==> src/rtl/alu_issue_ctrl_if.sv <==
// Instruction/result handshake bundle between the instruction source (master)
// and alu_issue_ctrl (slave).
interface alu_issue_ctrl_if;
    logic        instr_valid;
    logic        instr_ready;
    logic [31:0] instr;
    logic        res_valid;
    logic [31:0] res_data;
    logic        res_err;

    modport master (
        output instr_valid,
        output instr,
        input  instr_ready,
        input  res_valid,
        input  res_data,
        input  res_err
    );

    modport slave (
        input  instr_valid,
        input  instr,
        output instr_ready,
        output res_valid,
        output res_data,
        output res_err
    );
endinterface

==> src/rtl/alu_issue_ctrl.sv <==
// Issue/writeback controller for the combinational ALU: decodes instructions,
// reads an 8x32 register file, drives the ALU and writes results back.
// Optional feature macro: ALU_ISSUE_IMM_EN (instr[10] selects zero-extended imm10 as operand 2).
module alu_issue_ctrl #(
    parameter int NREGS = 8
) (
    input  logic                 clk,
    input  logic                 rst_n,
    alu_issue_ctrl_if.slave      ibus,
    input  logic                 load_en,
    input  logic [2:0]           load_addr,
    input  logic [31:0]          load_data,
    output logic [31:0]          alu_in1,
    output logic [31:0]          alu_in2,
    output logic [3:0]           alu_opcode,
    output logic [2:0]           alu_sr_cont,
    output logic [4:0]           alu_sr_bit,
    input  logic [31:0]          alu_out,
    input  logic [2:0]           dbg_addr,
    output logic [31:0]          dbg_data
);

    localparam logic [1:0] ST_IDLE   = 2'd0;
    localparam logic [1:0] ST_DECODE = 2'd1;
    localparam logic [1:0] ST_EXEC   = 2'd2;
    localparam logic [1:0] ST_WB     = 2'd3;

    // Opcodes above 0101 have no ALU meaning.
    function automatic logic is_illegal(input logic [3:0] op);
        is_illegal = (op > 4'd5);
    endfunction

    logic [1:0]  state_r;
    logic [1:0]  next_state_s;
    logic        ready_r;
    logic        accept_s;
    logic [2:0]  rd_r;
    logic        illegal_r;
    logic [31:0] rf_r [NREGS];

    logic [3:0]  opcode_s;
    logic [2:0]  sr_cont_s;
    logic [4:0]  sr_bit_s;
    logic [2:0]  rd_s;
    logic [2:0]  rs1_s;
    logic [2:0]  rs2_s;
    logic [31:0] rs1_data_s;
    logic [31:0] rs2_data_s;
    logic [31:0] op2_s;

    logic [31:0] alu_in1_r;
    logic [31:0] alu_in2_r;
    logic [3:0]  alu_opcode_r;
    logic [2:0]  alu_sr_cont_r;
    logic [4:0]  alu_sr_bit_r;

    logic        res_valid_r;
    logic [31:0] res_data_r;
    logic        res_err_r;
    logic [31:0] dbg_data_s;

    assign opcode_s  = ibus.instr[31:28];
    assign sr_cont_s = ibus.instr[27:25];
    assign sr_bit_s  = ibus.instr[24:20];
    assign rd_s      = ibus.instr[19:17];
    assign rs1_s     = ibus.instr[16:14];
    assign rs2_s     = ibus.instr[13:11];

`ifdef ALU_ISSUE_IMM_EN
    logic       imm_flag_s;
    logic [9:0] imm10_s;
    assign imm_flag_s = ibus.instr[10];
    assign imm10_s    = ibus.instr[9:0];
`else
    logic [10:0] imm_unused_s;
    assign imm_unused_s = ibus.instr[10:0];
`endif

    // Handshake: an instruction is taken only while the controller is idle and ready.
    always_comb begin
        accept_s = 1'b0;
        if ((state_r == ST_IDLE) && ready_r && ibus.instr_valid) begin
            accept_s = 1'b1;
        end else begin
            accept_s = 1'b0;
        end
    end

    // Next-state logic: fixed four-cycle walk once an instruction is accepted.
    always_comb begin
        next_state_s = ST_IDLE;
        case (state_r)
            ST_IDLE: begin
                if (accept_s) begin
                    next_state_s = ST_DECODE;
                end else begin
                    next_state_s = ST_IDLE;
                end
            end
            ST_DECODE: next_state_s = ST_EXEC;
            ST_EXEC:   next_state_s = ST_WB;
            ST_WB:     next_state_s = ST_IDLE;
            default:   next_state_s = ST_IDLE;
        endcase
    end

    // Register-file read ports; r0 is hard-wired to zero.
    always_comb begin
        rs1_data_s = 32'd0;
        rs2_data_s = 32'd0;
        dbg_data_s = 32'd0;
        if (rs1_s == 3'd0) begin
            rs1_data_s = 32'd0;
        end else begin
            rs1_data_s = rf_r[rs1_s];
        end
        if (rs2_s == 3'd0) begin
            rs2_data_s = 32'd0;
        end else begin
            rs2_data_s = rf_r[rs2_s];
        end
        if (dbg_addr == 3'd0) begin
            dbg_data_s = 32'd0;
        end else begin
            dbg_data_s = rf_r[dbg_addr];
        end
    end

    // Operand 2 source select.
    always_comb begin
        op2_s = rs2_data_s;
`ifdef ALU_ISSUE_IMM_EN
        if (imm_flag_s) begin
            op2_s = {22'd0, imm10_s};
        end else begin
            op2_s = rs2_data_s;
        end
`else
        op2_s = rs2_data_s;
`endif
    end

    // FSM state, ready flag and the per-instruction context kept until writeback.
    always_ff @(posedge clk or negedge rst_n) begin
        if (!rst_n) begin
            state_r   <= ST_IDLE;
            ready_r   <= 1'b0;
            rd_r      <= 3'd0;
            illegal_r <= 1'b0;
        end else begin
            state_r <= next_state_s;
            ready_r <= (next_state_s == ST_IDLE);
            if (accept_s) begin
                rd_r      <= rd_s;
                illegal_r <= is_illegal(opcode_s);
            end
        end
    end

    // ALU drive registers: loaded as the instruction enters DECODE, held until the next one.
    always_ff @(posedge clk or negedge rst_n) begin
        if (!rst_n) begin
            alu_in1_r     <= 32'd0;
            alu_in2_r     <= 32'd0;
            alu_opcode_r  <= 4'd0;
            alu_sr_cont_r <= 3'd0;
            alu_sr_bit_r  <= 5'd0;
        end else if (accept_s) begin
            alu_in1_r     <= rs1_data_s;
            alu_in2_r     <= op2_s;
            alu_opcode_r  <= is_illegal(opcode_s) ? 4'd0 : opcode_s;
            alu_sr_cont_r <= sr_cont_s;
            alu_sr_bit_r  <= sr_bit_s;
        end
    end

    // Result capture at the end of EXEC; res_valid is therefore high exactly during WB.
    always_ff @(posedge clk or negedge rst_n) begin
        if (!rst_n) begin
            res_valid_r <= 1'b0;
            res_data_r  <= 32'd0;
            res_err_r   <= 1'b0;
        end else if (state_r == ST_EXEC) begin
            res_valid_r <= 1'b1;
            res_data_r  <= illegal_r ? 32'd0 : alu_out;
            res_err_r   <= illegal_r;
        end else begin
            res_valid_r <= 1'b0;
            res_err_r   <= 1'b0;
        end
    end

    // Register file: writeback has priority; preload only when no instruction is taken.
    always_ff @(posedge clk or negedge rst_n) begin
        if (!rst_n) begin
            for (int i = 0; i < NREGS; i++) begin
                rf_r[i] <= 32'd0;
            end
        end else if (state_r == ST_WB) begin
            if (!illegal_r && (rd_r != 3'd0)) begin
                rf_r[rd_r] <= res_data_r;
            end
        end else if ((state_r == ST_IDLE) && !accept_s && load_en && (load_addr != 3'd0)) begin
            rf_r[load_addr] <= load_data;
        end
    end

    assign ibus.instr_ready = ready_r;
    assign ibus.res_valid   = res_valid_r;
    assign ibus.res_data    = res_data_r;
    assign ibus.res_err     = res_err_r;
    assign alu_in1          = alu_in1_r;
    assign alu_in2          = alu_in2_r;
    assign alu_opcode       = alu_opcode_r;
    assign alu_sr_cont      = alu_sr_cont_r;
    assign alu_sr_bit       = alu_sr_bit_r;
    assign dbg_data         = dbg_data_s;

endmodule

==> src/flat_wrapper.sv <==
// flat-port wrapper written by rule: the top's interface ports become plain ports
module alu_issue_ctrl_flat 
#(
    parameter int NREGS = 8
)
  (clk, rst_n, load_en, load_addr, load_data, alu_in1, alu_in2, alu_opcode, alu_sr_cont, alu_sr_bit, alu_out, dbg_addr, dbg_data, ibus_instr_valid, ibus_instr, ibus_instr_ready, ibus_res_valid, ibus_res_data, ibus_res_err);
  alu_issue_ctrl_if ibus_i ();
  input  logic clk;
  input  logic rst_n;
  input  logic load_en;
  input  logic [2:0] load_addr;
  input  logic [31:0] load_data;
  output logic [31:0] alu_in1;
  output logic [31:0] alu_in2;
  output logic [3:0] alu_opcode;
  output logic [2:0] alu_sr_cont;
  output logic [4:0] alu_sr_bit;
  input  logic [31:0] alu_out;
  input  logic [2:0] dbg_addr;
  output logic [31:0] dbg_data;
  input wire logic [$bits(ibus_i.instr_valid)-1:0] ibus_instr_valid;
  input wire logic [$bits(ibus_i.instr)-1:0] ibus_instr;
  output wire logic [$bits(ibus_i.instr_ready)-1:0] ibus_instr_ready;
  output wire logic [$bits(ibus_i.res_valid)-1:0] ibus_res_valid;
  output wire logic [$bits(ibus_i.res_data)-1:0] ibus_res_data;
  output wire logic [$bits(ibus_i.res_err)-1:0] ibus_res_err;
  assign ibus_i.instr_valid = ibus_instr_valid;
  assign ibus_i.instr = ibus_instr;
  assign ibus_instr_ready = ibus_i.instr_ready;
  assign ibus_res_valid = ibus_i.res_valid;
  assign ibus_res_data = ibus_i.res_data;
  assign ibus_res_err = ibus_i.res_err;
  alu_issue_ctrl #(.NREGS(NREGS)) u_core (.clk(clk), .rst_n(rst_n), .ibus(ibus_i), .load_en(load_en), .load_addr(load_addr), .load_data(load_data), .alu_in1(alu_in1), .alu_in2(alu_in2), .alu_opcode(alu_opcode), .alu_sr_cont(alu_sr_cont), .alu_sr_bit(alu_sr_bit), .alu_out(alu_out), .dbg_addr(dbg_addr), .dbg_data(dbg_data));
endmodule
==> config.mk <==
export PLATFORM = sky130hd
export DESIGN_NAME = alu_issue_ctrl_flat
export DESIGN_NICKNAME = d
export VERILOG_FILES = /design/src/rtl/alu_issue_ctrl_if.sv /design/src/rtl/alu_issue_ctrl.sv /design/src/flat_wrapper.sv
export SDC_FILE = /design/constraint.sdc
export NUM_CORES = 1
export LEC_CHECK = 0
export ABC_AREA = 1
export CAP_MARGIN = 20
export CORE_AREA = 2 2 305 156
export CTS_CLUSTER_DIAMETER = 50
export DETAILED_ROUTE_END_ITERATION = 16
export DIE_AREA = 0 0 307 158
export PLACE_DENSITY = 0.78
export SLEW_MARGIN = 40
export SYNTH_ARGS = -nofsm -noshare
export SYNTH_HDL_FRONTEND = slang
export SYNTH_SLANG_ARGS = --single-unit
==> constraint.sdc <==
create_clock -name clk -period 1.7 [get_ports clk]
set_clock_uncertainty 0.05 [all_clocks]
set_input_delay 0.17 -clock clk [delete_from_list [all_inputs] [get_ports clk]]
set_output_delay 0.17 -clock clk [all_outputs]
set_load 0.03 [all_outputs]
==> results of run 1 <==
## cells in the mapped netlist
master    instances  area, um2
nand2_1        1560       5860
nand3_1         533       2670
dfrtp_1         373       9330
o21ai_0         276       1380
inv_1           249        935
nor2_1          232        871
clkbuf_1        158        593
buf_2           111        556
a21oi_1          91        455
or2_2            55        344
buf_1            36        135
o211ai_1         36        270
a21boi_0         30        225
a21boi_1         24        180
o21ai_1          15       75.1
inv_2             9       33.8
nand4_1           6       37.5
ha_1              4       50.1
a22o_1            3       26.3
nor3_2            3       30.0
clkinv_1          2       7.51
nand3b_1          2       15.0
nor2_2            2       12.5
o22ai_2           1       12.5
## through the flow
step	hold WS, ps	cells	setup slack [ps]	setup TNS, ps	util [%]
after floorplan	-176	3811	-42.5	-2530	-
after global placement	18.9	4694	-280	-41540	63.6
after detailed placement	28.1	4694	-305	-51920	63.6
after CTS	43.7	4967	-323	-69830	79.0
## cells by family after synthesis
group	synth area share (%)
AOI/OAI and AO/OA	10.9
adders and majority gates	0.208
buffers and inverters	9.38
DFF	38.7
and+or+nand+nor	40.8
## metal layers
| layer | track usage (%) | GRT overflow |
|---|---|---|
| met1 | 79.6 | 23 |
| met2 | 86.1 | 33 |
| met3 | 69.5 | 16 |
| met4 | 60.0 | 20 |
| met5 | 56.8 | 5 |
## repair_timing
action                     4_1_cts
gates cloned                    67
hold buffers                     1
setup buffers                  138
pin swaps                      186
setup endpoints to repair      429
hold endpoints to repair       297
resized for setup             1027
==> impl_metrics.yaml, run 1 <==
status:
  status: "stopped before the end"
  stop_stage: "global routing"
  tool.error: "[ERROR GRT-0232] Routing congestion too high. Check the congestion heatmap in the GUI."
clocking:
  cts-htree-levels: 2
  clockRootBuffer: "clkbuf_16"
  cts_num_sinks: 373
  clockBufferDepth: 3
  cts_buffers: 38
synthesis:
  synth.net_count: 3921
  synthCells: 3811
  yosys_register_bits: 373
  yosys_warnings: 0
  synthesis.area_mm2: 0.0241
  syn_avg_cell_area_um2: 6.32
  ys_seq_area_share_pct: 38.7
  synth.distinct_cells: 24
floorplanning:
  rows: 56
  start_util_pct: 52.3
  ios: 249
  die_w_um: 307
  die_h_um: 158
timing:
  endpoint_type: "primary output"
  crit_endpoint: "dbg_data[27]"
place:
  globalplace.congestion: 1.12
  port-buffer-count: 237
  placed_area_mm2: 0.0293
  hpwl_um: 89800
global_route:
  grt_remaining_overflow: 97
  grt.total_usage_pct: 76.0
  grt_max_degree: 89
==> run 2: changes to the inputs <==
--- a/config.mk
+++ b/config.mk
@@ -7,11 +7,10 @@
 export LEC_CHECK = 0
 export ABC_AREA = 1
 export CAP_MARGIN = 20
-export CORE_AREA = 2 2 305 156
-export CTS_CLUSTER_DIAMETER = 50
+export CORE_AREA = 2 2 249 251
 export DETAILED_ROUTE_END_ITERATION = 16
-export DIE_AREA = 0 0 307 158
-export PLACE_DENSITY = 0.78
+export DIE_AREA = 0 0 251 253
+export PLACE_DENSITY_LB_ADDON = 0.15
 export SLEW_MARGIN = 40
 export SYNTH_ARGS = -nofsm -noshare
 export SYNTH_HDL_FRONTEND = slang
==> constraint.sdc (replaced) <==
create_clock -name clk -period 2.21 [get_ports clk]
set_clock_uncertainty 0.05 [all_clocks]
set_input_delay 0.221 -clock clk [delete_from_list [all_inputs] [get_ports clk]]
set_output_delay 0.221 -clock clk [all_outputs]
set_load 0.03 [all_outputs]
==> impl_metrics.yaml, run 2 <==
synthesis:
  yosys_register_bits: 373
  synth_top_area_share_pct: 38.7
  ys.flop_type: "dfrtp_1"
  ys_seq_area_share_pct: 38.7
  synthTopCellsByCount: "1560 x nand2_1, 533 x nand3_1, 373 x dfrtp_1"
  synth.net_count: 3921
  async_flop_share_pct: 100
  synthesis.area_mm2: 0.0241
  synth_area_leaders: "dfrtp_1 39%, nand2_1 24%, nand3_1 11%, o21ai_0 5.7%, inv_1 3.9%"
  synthCells: 3811
  synth.most_common_cell: "nand2_1"
  yosysTopAreaCell: "dfrtp_1"
  synth.distinct_cells: 24
  syn_avg_cell_area_um2: 6.32
  yosys_warnings: 0
  synth_edf_count: 0
place:
  port-buffer-count: 237
  hpwl_um: 66600
  globalplace.congestion: 0.885
  placed_area_mm2: 0.0279
  dpl.cell_count: 4674
run:
  maxCapViolations: 0
worst_setup_path:
  startpoint_type: "register"
  required_ps: 1940
  arrival_ps: 1880
  worst_setup_path_end_kind: "primary output"
  path_cells: "inv_1 -> a21oi_1 -> o21ai_0 -> nand3_1 -> nand2_1 -> nor2_1 -> buf_4"
  crit_fanout: 3
  crit_slowest_cell: "dfrtp_1"
  crit_path_max_incr_delay_ps: 350
  crit_type: "reg -> out"
global_route:
  grt_remaining_overflow: 0
  grt_pass1_vias: 24100
  grt_pass1_wl_um: 154000
  grt_antenna_before_repair: 3
  grt_max_degree: 95
  grt.total_usage_pct: 32.0
cells_and_area:
  largest_register_ffs: 256
  filler_cell_count: 6329
  mostFrequentLayoutCells: "1559 x nand2_1, 533 x nand3_1, 372 x dfrtp_1"
  finalNonFillerCells: 4760
  seq_area_mm2: 0.00934
  multi_input_area_mm2: 0.0126
  drive_gt1_share_pct: 8.57
  syn2layout_area_growth_pct: 22.2
  nNetsFinal: 4045
  fin_area_mm2: 0.0295
  top_register: "u_core.rf_r"
  layout_commonest_cell: "nand2_1"
pwr:
  total_leakage_power_uw: 0.0148
  pwr-share-seq_pct: 34.3
  p_sw_uw: 17000
  p_int_uw: 20500
  vdd_ir_drop_max_v: 0.000664
  p_comb_share_pct: 44.8
  p_sw_share_pct: 45.4
  total_power_uw: 37500
  pwr-share-clk_pct: 20.9
  p_per_area_mw_per_mm2: 1270
timing:
  finalSetupTns_ps: 0
  tightestPinTransition_ps: 738
  fmax_ghz: 0.466
  max_slew_margin_pct: 50.8
  finalHoldViolCount: 0
  min_period_over_period_pct: 97.2
  min_period_ps: 2150
  rsz0062_at_grt: "no"
  hold_ws_ps: 111
  setup_viol: 0
  drv_slew: 0
clocking:
  clk_latency_ps: 590
  cts_num_sinks: 373
  clk_pin_slew_worst_paths_ps: 60
  cts_buffers: 48
  clockRootBuffer: "clkbuf_16"
  clockBufferDepth: 3
  cts_tree: "yes"
  cts-htree-levels: 2
drt:
  vias: 26000
  wl_met2_um: 43100
  finalWirelength_um: 103000
  wl_per_cell_um: 21.6
  drt_first_pass_iters: 6
  drt-met1-wl_um: 44400
  drt-initial-drc-count: 3471
  drt-vias-per-instance: 5.46
  wl_met3_um: 12400
  ant_nets: 0
  top_signal_layer_used: "met5"
  drcViolationCount: 0
floorplanning:
  ios: 249
  die_h_um: 253
  fp.coreArea_mm2: 0.0610
  rows: 91
  start_util_pct: 39.5
  die_w_um: 251
  die_area_mm2: 0.0635
min_path:
  hold_class: "in -> reg"
status:
  status: "finished, final reports clean"
==> run 2: cell counts after synthesis <==
Identical to the previous run, type by type.
==> run 2: worst max-delay path, delay by kind of cell (launching register included) <==
family,cells,cell delay (ps)
flip-flops,1,350
AO/OA/AOI/OAI,2,250
AND/OR/NAND/NOR,3,390
buffers and inverters,2,310
==> run 2: final cells by class <==
cell class | count | share of cell area, %
clock buffer | 70 | 4.74
multi-input combinational | 2873 | 42.7
inverter | 260 | 3.32
sequential | 373 | 31.7
antenna | 1 | 0.00849
clock inverter | 14 | 0.510
tap | 790 | 3.36
timing repair buffer | 379 | 13.7
==> run 2: cell families after synthesis <==
kind of cell	Yosys count	synth area share (%)
AND/OR/NAND/NOR	2393	40.8
AO/OA/AOI/OAI	476	10.9
adder cells (fa/ha/maj)	4	0.208
flip-flops	373	38.7
buffers and inverters	565	9.38
==> run 2: routing by layer <==
layer	vias up	global-route usage [%]
li1	12300	-
met1	12000	45.8
met2	1433	47.1
met3	225	8.31
met4	8	9.66
met5	-	0
==> run 2: path summary, 6_finish.rpt <==
| check | startpoint | to | slack, ps | depth (start not counted) |
|---|---|---|---|---|
| max in group asynchronous | rst_n | u_core.rf_r[22]$_DFFE_PN0P_ | 1220 | 3 |
| min in group asynchronous | rst_n | u_core.rf_r[138]$_DFFE_PN0P_ | 150 | 2 |
| max | u_core.rf_r[70]$_DFFE_PN0P_ | dbg_data[6] | 60 | 7 |
| min | ibus_instr[26] | u_core.alu_sr_cont[1]$_DFFE_PN0P_ | 110 | 3 |
| min reg2reg | u_core.rf_r[253]$_DFFE_PN0P_ | u_core.rf_r[253]$_DFFE_PN0P_ | 320 | 0 |
| max reg2reg | u_core.state_r[1]$_DFF_PN0_ | u_core.rf_r[92]$_DFFE_PN0P_ | 130 | 7 |
==> run 2: power groups by stage <==
stage	clock [uW]	combinational [uW]	sequential, uW
global placement	0	16400	12700
detailed placement	0	16500	12800
CTS	7980	16600	12700
finish	7860	16800	12900
global route	8250	18300	13200
floorplan	0	8560	13500
==> run 2: stage by stage <==
stage,util (%),setup slack (ps)
after floorplan,-,426
after global placement,45.7,170
after detailed placement,45.7,120
after CTS,48.2,65.1
after global routing,48.3,2.29
final,48.3,62.8
==> run 2: repair_timing <==
item                                   in CTS  in global routing
endpoints found under the hold margin     272                  0
gates resized for setup                     0                  8
hold buffers                                1                  0
setup buffers                               0                  0
setup endpoints to repair                   0                  9
Power figures use the tool's default switching activity.
==> run 3: changes to the inputs <==
--- a/config.mk
+++ b/config.mk
@@ -7,10 +7,11 @@
 export LEC_CHECK = 0
 export ABC_AREA = 1
 export CAP_MARGIN = 20
-export CORE_AREA = 2 2 249 251
+export CORE_AREA = 4 4 251 253
 export DETAILED_ROUTE_END_ITERATION = 16
-export DIE_AREA = 0 0 251 253
+export DIE_AREA = 0 0 255 257
 export PLACE_DENSITY_LB_ADDON = 0.15
+export SKIP_CTS_REPAIR_TIMING = 1
 export SLEW_MARGIN = 40
 export SYNTH_ARGS = -nofsm -noshare
 export SYNTH_HDL_FRONTEND = slang
==> impl_metrics.yaml, run 3 (synthesized netlist as in run 2, its figures left out) <==
status:
  status: "finished, final reports clean"
floorplanning:
  rows: 91
  die_area_mm2: 0.0655
  ios: 249
  die_h_um: 257
  die_w_um: 255
  fp.coreArea_mm2: 0.0610
  start_util_pct: 39.5
worst_setup_path:
  r2r-end: "u_core.rf_r[119]$_DFFE_PN0P_"
  startpoint_type: "register"
  required_ps: 1940
  r2r_cells: 8
  crit_fanout: 3
  crit_path_max_incr_delay_ps: 460
  crit_type: "reg -> out"
  rrSetupSlack_ps: 170
  r2r-start: "u_core.state_r[1]$_DFF_PN0_"
  crit_start: "u_core.rf_r[25]$_DFFE_PN0P_"
  crit_slowest_cell: "dfrtp_1"
  path_cells: "inv_1 -> nand2_1 -> o211ai_1 -> nand3_1 -> nand2_1 -> nor2_1 -> buf_4 -> buf_4"
  arrival_ps: 1860
  worst_setup_path_end_kind: "primary output"
  cp-endpoint: "dbg_data[25]"
  path_buf_inv: 3
  path_depth: 8
  crit_family: "flip-flops"
clocking:
  clockRootBuffer: "clkbuf_16"
  cts_tree: "yes"
  clockBufferDepth: 3
  cts-htree-levels: 2
  cts_buffers: 47
  cts_num_sinks: 373
  clk_pin_slew_worst_paths_ps: 60
  clk_latency_ps: 590
timing:
  min_period_ps: 2140
  setup_viol: 0
  fmax_ghz: 0.468
  drv_slew: 0
  finalSetupTns_ps: 0
  timing.final.ws_setup_ps: 74.4
  finalHoldViolCount: 0
  rsz0062_at_grt: "no"
  tightestPinTransition_ps: 678
  min_period_over_period_pct: 96.6
  max_slew_margin_pct: 54.8
global_route:
  grt_remaining_overflow: 0
  grt.total_usage_pct: 31.2
  grt_antenna_before_repair: 4
  grt_pass1_wl_um: 156000
  grt_max_degree: 99
  grt_pass1_vias: 24000
place:
  dpl.cell_count: 4677
  globalplace.congestion: 0.904
  dp_slack_ps: 148
  hpwl_um: 68300
  port-buffer-count: 237
pwr:
  p_sw_uw: 17300
  pwr-share-seq_pct: 34.0
  vdd_ir_drop_max_v: 0.000636
  p_sw_share_pct: 45.5
  total_leakage_power_uw: 0.0149
  p_int_uw: 20700
  total_power_uw: 38000
  p_per_area_mw_per_mm2: 1290
  pwr-share-clk_pct: 21.1
  p_comb_share_pct: 44.9
cells_and_area:
  syn2layout_area_growth_pct: 22.6
  top_register: "u_core.rf_r"
  seq_area_mm2: 0.00934
  mostFrequentLayoutCells: "1559 x nand2_1, 533 x nand3_1, 371 x dfrtp_1"
  final_util_pct: 48.4
  largest_register_ffs: 256
  filler_cell_count: 6364
  nNetsFinal: 4047
  finalNonFillerCells: 4768
  layout_commonest_cell: "nand2_1"
  drive_gt1_share_pct: 8.91
  multi_input_area_mm2: 0.0126
run:
  maxCapViolations: 0
drt:
  wl_per_cell_um: 21.8
  wl_met2_um: 42200
  drt-vias-per-instance: 5.48
  drt-met1-wl_um: 45000
  top_signal_layer_used: "met5"
  finalWirelength_um: 104000
  drcViolationCount: 0
  vias: 26200
  drt_first_pass_iters: 7
  drt-initial-drc-count: 3255
  wl_met3_um: 13600
  ant_nets: 0
min_path:
  hold_class: "in -> async"
run 3: cell types whose count changed in the layout (fill, tap and decap cells not counted), sizes merged:
cell / change
diode: +3
buf: +3
bufinv: +1
clkinv: +4
clkbuf: -3
run 3: final cells by class:
cell class / count / area share, %
timing repair buffer: 382 / 13.8
sequential: 373 / 31.6
antenna: 4 / 0.0339
clock buffer: 67 / 4.72
multi-input combinational: 2873 / 42.6
clock inverter: 19 / 0.703
inverter: 260 / 3.31
tap: 790 / 3.34
run 3: how the worst min path moves through the flow:
| stage | startpoint | end | slack, ps | cells after the start |
|---|---|---|---|---|
| after floorplan | rst_n | u_core.alu_in1[0]$_DFFE_PN0P_ | -120 | 0 |
| after global placement | rst_n | u_core.alu_in2[8]$_DFFE_PN0P_ | 120 | 1 |
| after detailed placement | rst_n | u_core.alu_in2[8]$_DFFE_PN0P_ | 120 | 1 |
| after CTS | rst_n | u_core.alu_in1[6]$_DFFE_PN0P_ | -500 | 1 |
| after global routing | ibus_instr[27] | u_core.alu_sr_cont[2]$_DFFE_PN0P_ | 100 | 3 |
| final | rst_n | u_core.alu_in2[7]$_DFFE_PN0P_ | 90 | 2 |
run 3: power groups by stage:
stage	Combinational [uW]	Clock, uW	Sequential, uW
6_report	17100	8020	12900
5_1_grt	18600	8430	13300
4_1_cts	16800	8140	12700
3_5_place_dp	16700	0	12800
3_3_place_gp	16600	0	12800
2_1_floorplan	8560	0	13500
run 3: routing by layer:
metal  vias up  global-route usage [%]
li1      12300                       -
met1     12000                    46.6
met2      1551                    43.2
met3       232                    9.63
met4         2                    8.87
met5         -                       0
run 3: stage by stage:
stage | hold WS [ps] | area, um2
finish | 86.6 | 29600
global route | 104 | 29600
CTS | -501 | 29500
detailed placement | 121 | 27900
global placement | 117 | 27900
floorplan | -125 | 24100
run 3: worst register-to-register path: stages, from the launching register on:
cell	delay, ps
dfrtp_1	380
ha_1	280
buf_6	240
nand3_1	160
nand2_4	210
buf_12	240
buf_12	220
nand3_1	130
nand2_1	90
